$ cat config.mk
export PLATFORM = sky130hd
export DESIGN_NAME = lsu_master
export DESIGN_NICKNAME = d
export VERILOG_FILES = /design/src/rtl/lsu_master.sv
export SDC_FILE = /design/constraint.sdc
export NUM_CORES = 1
export LEC_CHECK = 0
export ABC_AREA = 1
export CAP_MARGIN = 40
export CORE_MARGIN = 3
export CORE_UTILIZATION = 45
export CTS_BUF_LIST = sky130_fd_sc_hd__clkbuf_8
export CTS_CLUSTER_SIZE = 28
export DETAILED_ROUTE_END_ITERATION = 8
export GPL_ROUTABILITY_DRIVEN = 1
export PLACE_DENSITY = 0.72
export SLEW_MARGIN = 10
export SYNTH_ARGS = -nofsm -noshare
export SYNTH_HDL_FRONTEND = slang
export SYNTH_SLANG_ARGS = --single-unit
$ cat constraint.sdc
create_clock -name clk -period 8.4 [get_ports clk]
set_input_delay 1.68 -clock clk [delete_from_list [all_inputs] [get_ports clk]]
set_output_delay 1.68 -clock clk [all_outputs]
set_load 0.05 [all_outputs]
$ cat src/rtl/lsu_master.sv
// ---------------------------------------------------------------------------
// lsu_master
//   Load/store initiator between the core memory stage and a word-organised
//   data memory with an async-read / sync-write port. Each byte, halfword or
//   word request at any byte address becomes one or two word accesses.
//   Stores are read-modify-write merges of the addressed byte lanes; loads are
//   assembled, right-aligned and sign- or zero-extended.
//
//   Parameters
//     ALLOW_MISALIGNED  1: split word-crossing accesses over two memory
//                          cycles; 0: answer them with resp_err.
//   Ports
//     clk, rst            clock, synchronous active-high reset
//     req_valid/ready     request handshake (ready only in IDLE)
//     req_we              1 = store, 0 = load
//     req_size            00 byte, 01 halfword, 10 word, 11 illegal
//     req_unsigned        loads: 1 = zero-extend, 0 = sign-extend
//     req_addr            byte address
//     req_wdata           right-aligned store data
//     resp_valid          one-cycle completion pulse
//     resp_rdata          extended load result (0 for stores and errors)
//     resp_err            illegal size or rejected misaligned access
//     dm_en               memory write enable
//     dm_addr             word-aligned memory byte address
//     dm_wdata            merged word to write
//     dm_rdata            memory read data, combinational from dm_addr
// ---------------------------------------------------------------------------
module lsu_master #(
  parameter bit ALLOW_MISALIGNED = 1'b1
) (
  input  logic        clk,
  input  logic        rst,
  input  logic        req_valid,
  output logic        req_ready,
  input  logic        req_we,
  input  logic [1:0]  req_size,
  input  logic        req_unsigned,
  input  logic [31:0] req_addr,
  input  logic [31:0] req_wdata,
  output logic        resp_valid,
  output logic [31:0] resp_rdata,
  output logic        resp_err,
  output logic        dm_en,
  output logic [31:0] dm_addr,
  output logic [31:0] dm_wdata,
  input  logic [31:0] dm_rdata
);

  typedef enum logic [1:0] {IDLE, ACC0, ACC1, RESP} state_t;

  state_t state, state_nxt;

  // Request fields captured at the accept edge; nothing downstream looks at
  // req_* directly, so dm_* and resp_* have no combinational path from them.
  logic        we_q;
  logic [1:0]  size_q;
  logic        uns_q;
  logic [31:0] addr_q;
  logic [31:0] wdata_q;
  logic        span_q;
  logic        err_q;
  logic [31:0] rdata_q;

  function automatic logic [2:0] size_bytes(input logic [1:0] size);
    case (size)
      2'b00:   return 3'd1;
      2'b01:   return 3'd2;
      default: return 3'd4;
    endcase
  endfunction

  // Decode of the incoming request, used only to pick the next state and to
  // load the capture registers.
  logic req_span;
  logic req_bad;

  assign req_span = ({2'b00, req_addr[1:0]} + {1'b0, size_bytes(req_size)}) > 4'd4;
  assign req_bad  = (req_size == 2'b11) || (req_span && !ALLOW_MISALIGNED);

  // Per-lane mapping for the current access. lane_pos is the request byte
  // index that lane i carries: i - off in ACC0, i + 4 - off in ACC1. Lanes
  // below off in ACC0 wrap to a large value and fall out of the range test.
  logic [2:0] nb_q;
  logic       in_acc;
  logic [3:0] lane_pos [4];
  logic [3:0] lane_act;

  assign nb_q   = size_bytes(size_q);
  assign in_acc = (state == ACC0) || (state == ACC1);

  always_comb begin
    for (int i = 0; i < 4; i++) begin
      lane_pos[i] = 4'(i) + ((state == ACC1) ? 4'd4 : 4'd0) - {2'b00, addr_q[1:0]};
      lane_act[i] = in_acc && (lane_pos[i] < {1'b0, nb_q});
    end
  end

  // NOTE: sequential state uses non-blocking assignments so every register
  // samples pre-edge values, independent of process ordering.
  always_ff @(posedge clk) begin
    if (rst) state <= IDLE;
    else     state <= state_nxt;
  end

  // NOTE: every output and next-state variable gets a default before the case
  // so that no path leaves one unassigned and a latch is inferred.
  always_comb begin
    state_nxt  = state;
    req_ready  = 1'b0;
    resp_valid = 1'b0;
    resp_err   = 1'b0;
    resp_rdata = 32'h0;
    dm_en      = 1'b0;
    dm_addr    = 32'h0;
    dm_wdata   = 32'h0;

    case (state)
      IDLE: begin
        req_ready = 1'b1;
        if (req_valid) state_nxt = req_bad ? RESP : ACC0;
      end
      ACC0: begin
        dm_addr   = {addr_q[31:2], 2'b00};
        state_nxt = span_q ? ACC1 : RESP;
      end
      ACC1: begin
        // Second word wraps modulo 2^30 words at the top of the address space.
        dm_addr   = {addr_q[31:2] + 30'd1, 2'b00};
        state_nxt = RESP;
      end
      RESP: begin
        resp_valid = !rst;
        resp_err   = !rst && err_q;
        if (!rst && !err_q && !we_q) begin
          case (size_q)
            2'b00:   resp_rdata = {{24{rdata_q[7]  & ~uns_q}}, rdata_q[7:0]};
            2'b01:   resp_rdata = {{16{rdata_q[15] & ~uns_q}}, rdata_q[15:0]};
            default: resp_rdata = rdata_q;
          endcase
        end
        state_nxt = IDLE;
      end
      default: state_nxt = IDLE;
    endcase

    // Store merge: untouched lanes are written back exactly as read.
    if (in_acc && we_q) begin
      dm_en    = !rst;
      dm_wdata = dm_rdata;
      for (int i = 0; i < 4; i++) begin
        if (lane_act[i]) dm_wdata[8*i +: 8] = wdata_q[{lane_pos[i][1:0], 3'b000} +: 8];
      end
    end
  end

  // NOTE: the capture registers are cleared on reset only so the bench and
  // waveforms show clean values; function never depends on their reset state.
  always_ff @(posedge clk) begin
    if (rst) begin
      we_q    <= 1'b0;
      size_q  <= 2'b00;
      uns_q   <= 1'b0;
      addr_q  <= 32'h0;
      wdata_q <= 32'h0;
      span_q  <= 1'b0;
      err_q   <= 1'b0;
      rdata_q <= 32'h0;
    end else begin
      if (state == IDLE && req_valid) begin
        we_q    <= req_we;
        size_q  <= req_size;
        uns_q   <= req_unsigned;
        addr_q  <= req_addr;
        wdata_q <= req_wdata;
        span_q  <= req_span;
        err_q   <= req_bad;
        rdata_q <= 32'h0;
      end
      if (in_acc && !we_q) begin
        for (int i = 0; i < 4; i++) begin
          if (lane_act[i]) rdata_q[{lane_pos[i][1:0], 3'b000} +: 8] <= dm_rdata[8*i +: 8];
        end
      end
    end
  end

endmodule

### After elaboration in Yosys (flattened, before gate mapping)

Cells that the tools add are included.

* bits of input ports: 103
* output and inout port bits: 100
* word-level logic and storage cells: 103
* bits in registers: 104

* equal/unequal tests: 7
* reduce and logical (&&, ||, !) cells: 17
* muxes and demuxes: 37
* add/sub/neg operators: 13
* bitwise gates (word level): 3
* order comparisons: 5
* shifts and indexed selects: 12

Operators with widths (count)
* $mux 32: 16
* $bwmux 32: 4
* $pmux 32 s2: 2
* $shift 8x7->32 const A: 4
* $shiftx 32x6->8: 4
* $shiftx 8x7->32: 4
* $mux 8: 4
* $add 30x1->30 const B: 1
* $neg 5->7: 4
* $lt 4x3->1: 4
* $sub 4x2->4: 4
* $pmux 3 s2: 2
* $logic_and 1x1->1: 10
* $pmux 2 s4: 1
* $eq 2x1->1 const B: 3
* $eq 2x2->1 const B: 3
* $logic_not 2->1: 3
* $mux 1: 5
* $add 1x4->4 const A: 1
* $add 2x3->4: 1
* $add 2x3->4 const A: 1
* $add 2x4->4 const A: 1
* $gt 4x3->1 const B: 1
* $mux 2: 2
* 6 further kinds: 9

### Depth between registers and ports, before layout

* word-level depth: 20
* mapped depth: 18
* mapped depth without buffers: 14

### Worst setup path after synthesis

OpenSTA, ideal clock, no wires.

* path kind: reg2out
* start: register addr_q[1]
* end: output dm_wdata[16]
* stages on the path, launching flop included: 14
* data arrival time: 4.047 ns
* setup slack: 2.673 ns
* buffers on the path: 4
* cell sequence: dfxtp_1 > clkbuf_1 > clkinv_1 > clkbuf_1 > ha_1 > inv_2 > buf_1 > ha_1 > nand2_1 > nand2_1 > nand2_2 > nand2_1 > buf_2 > a211oi_1

* word-level cells in the longest chain between the ends: 5

Ends and longest elaborated chain
* start, declared: RTL line 58 `logic [31:0] addr_q;`
* start signal, assigned: RTL line 173 `addr_q <= req_addr;`
* $sub 4x2->4 (*): RTL line 93 `lane_pos[i] = 4'(i) + ((state == ACC1) ? 4'd4 : 4'd0) - {2'b00, addr_q[1:0]};`
* branches (longest 2 deep; another with $shiftx 32x6->8)
* $mux 8 (*): RTL line 151 `if (lane_act[i]) dm_wdata[8*i +: 8] = wdata_q[{lane_pos[i][1:0], 3'b000} +: 8];`
* $mux 32 (*): RTL line 147 `if (in_acc && we_q) begin`
* end, declared: RTL line 45 `output logic [31:0] dm_wdata,`

Every way passes the cells marked *.

### Final worst setup path

* start: register addr_q[1]
* end: output dm_wdata[20]

The elaborated chain is that of the path after synthesis.

==> metrics <==
CP max stage cell=ha_1; Worst Min Path Start=wdata_q[22]; predominant post-synthesis flop cell=dfxtp_1; port bufs=200; syn_area_per_cell=5.615 um2; HP Class=register to register; RSZ-0062 raised after global routing=no; Synth top area share=21.32%; DRC Markers=0; Synth async-reset ratio=0%; Critical Path Max Stage Delay=0.88 ns; CTS tree=built; fmax=150.3 MHz; RD Place Congestion=0.9987; Setup Crit Path Kind=register to primary output; Die Y=153.3 um; CP endpoint kind=primary output; setup violators final=0; CTS sink cnt=104; initial core utilization=46.16%; Die X-Extent=153.3 um; routed wire length=37.80 mm; Hold Slack=0.4758 ns; share of cells above drive strength 1=4.713%; worst-margin pin slew=0.9179 ns; CP arrival=4.97 ns; setup TNS=0 ns; DP HPWL=29.44 mm; CTS Buf Count=9; drt first-iter violations=1049; Worst slew margin=38.81%; Fill cells=2230; final period utilization=79.22%; synth cell count leaders=nand2_1 (455), nor2_1 (245), inv_1 (230); worst-skew pair later-pin latency=0.41 ns; Yosys warnings=0; Worst Setup Start Kind=register; GRT Util Overall=30.84%; power density over the cells=257.7 nW/um2; Most Frequent Cell on Critical Path=nand2_1; CTS Root Cell=clkbuf_8; CP max FO=23; skew final=0.01745 ns; # IOs=203; area leader, netlist=dfxtp_1; Syn Inst Count=1739; cells taking the most area after synthesis=dfxtp_1 (21%), nand2_1 (17%), nor2_1 (9.4%); drt pass-1 iters=5; DR vias=11.68k; sequential area share after synthesis=21.32%; Avg WL per Cell=17.65 um; GRT overflow=0; worst r2r src=addr_q[1]; worst path required time=6.72 ns; Die Footprint=23500 um2; minimum clock period=6.654 ns; ANT nets after route=0; Core Region=21150 um2; Netlist cell types=46; Leakage Power=4.897 nW; number of H-tree levels=3; initial antenna violation count=0; # Post-CTS Setup Buffers=0; first-pass GRT wire length=58.66 mm; maximum VDD drop=0.0001312 V; Area Overhead vs Synth=23.44%; status=complete, no violations; Site Rows=53; register bit total from synthesis=104; ant diodes=0; largest net degree at the start of global routing=86; nets=1992; Max Transition Viols Final=0; Worst-path clk slew=0.12 ns; CTS max path bufs=2; Hold Buf Count CTS=0; Mapped Area=9764 um2; crit-path cells=clkinv_1 > ha_1 > inv_2 > ha_1 > nand2_1 > nand2_1 > nand2_2 > nand2_1 > a211oi_1 > a211oi_1 > clkdlybuf4s50_1; Critical Path Source=addr_q[1]; Fin. Hold Viols=0; Via density=5.453; CTS-repair resized insts=0; top-count cell post-synth=nand2_1; vias in the first global route=10.70k; Max Cap Viol=0; Post-synth EDFFs=0
[final timing paths]
kind,cells past startpoint,slack [ns],endpoint
min reg2reg,2,0.48,wdata_q[22]
max,11,1.75,dm_wdata[20]
max reg2reg,12,4.28,rdata_q[2]
min,2,0.48,wdata_q[22]
[per-stage QoR]
step	instance area, um2	setup slack (ns)	std cells	util, %	total power [mW]
final	12050	1.746	2142	56.98	3.106
after detailed placement	11840	2.237	2126	55.97	2.730
after global placement	11710	1.938	2120	55.36	2.667
after CTS	12050	1.787	2142	56.98	3.077
after floorplan	9768	2.673	1740	-	2.152
after global routing	12050	1.404	2142	56.98	3.346
[cell usage in the layout, fill, tap and decap left out, types with 6 or more instances in the layout]
cell             netlist  routed
a211oi_1              49      49
a21oi_1              117     117
a21oi_2               23      23
buf_4                  9      11
clkbuf_8               0       9
clkdlybuf4s50_1        0     199
clkinv_1               6       6
dfxtp_1              104     103
ha_1                  26      26
inv_1                230     230
nand2_1              455     454
nand3_1               75      75
nand4_1               72      72
nor2_1               245     245
nor3_1                15      15
nor4_1                 6       6
o21ai_0              137     137
o21ai_1               22      22
[state kept, by name, indices dropped and copies added, names as in the netlist]
name,count
size_q,2
uns_q,1
addr_q,32
wdata_q,32
state,2
err_q,1
span_q,1
we_q,1
rdata_q,32
[cells by family (layout without fill, tap and decap cells)]
logic type | count (synthesis) | count (layout) | share of synthesized area (%)
fa+ha+maj | 27 | 27 | 3.537
compound gates | 362 | 362 | 21.12
other cells | 1 | 2 | 0.03840
buf+inv | 346 | 473 | 14.24
simple gates | 891 | 891 | 39.01
mux | 2 | 2 | 0.2050
flops | 104 | 104 | 21.32
xor+xnor | 6 | 6 | 0.5383
[worst max-delay path: cells and delay by family (launching register included)]
kind	cells	cell delay, ns
AOI/OAI and AO/OA	2	0.38
adders and majority gates	2	1.25
buffers and inverters	3	1.39
DFF	1	0.84
and+or+nand+nor	4	0.70
[power breakdown]
| part | total (mW) | switching, mW | leakage (nW) | internal [mW] |
|---|---|---|---|---|
| clock network | 0.345 | 0.222 | 0.107 | 0.123 |
| logic | 2.06 | 1.48 | 3.94 | 0.585 |
| registers | 0.701 | 0.105 | 0.854 | 0.596 |
[final cells by class]
cell class / count / area [um2] / share of cell area (%)
Multi-Input combinational cell: 1290 / 6299 / 52.26
Tap cell: 275 / 344.1 / 2.855
Inverter: 240 / 905.9 / 7.516
Timing Repair Buffer: 217 / 2208 / 18.32
Sequential cell: 104 / 2083 / 17.28
Clock inverter: 7 / 88.84 / 0.7371
Clock buffer: 9 / 123.9 / 1.028
[routing by layer]
metal / global-route usage [%] / share of wire [%] / up-vias
met5: 0 / 0 / -
met4: 9.164 / 3.0 / 0
met3: 4.983 / 7.9 / 88
met2: 50.76 / 46 / 499
met1: 41.65 / 43 / 5244
li1: - / - / 5849
Power figures use the tool's default switching activity.
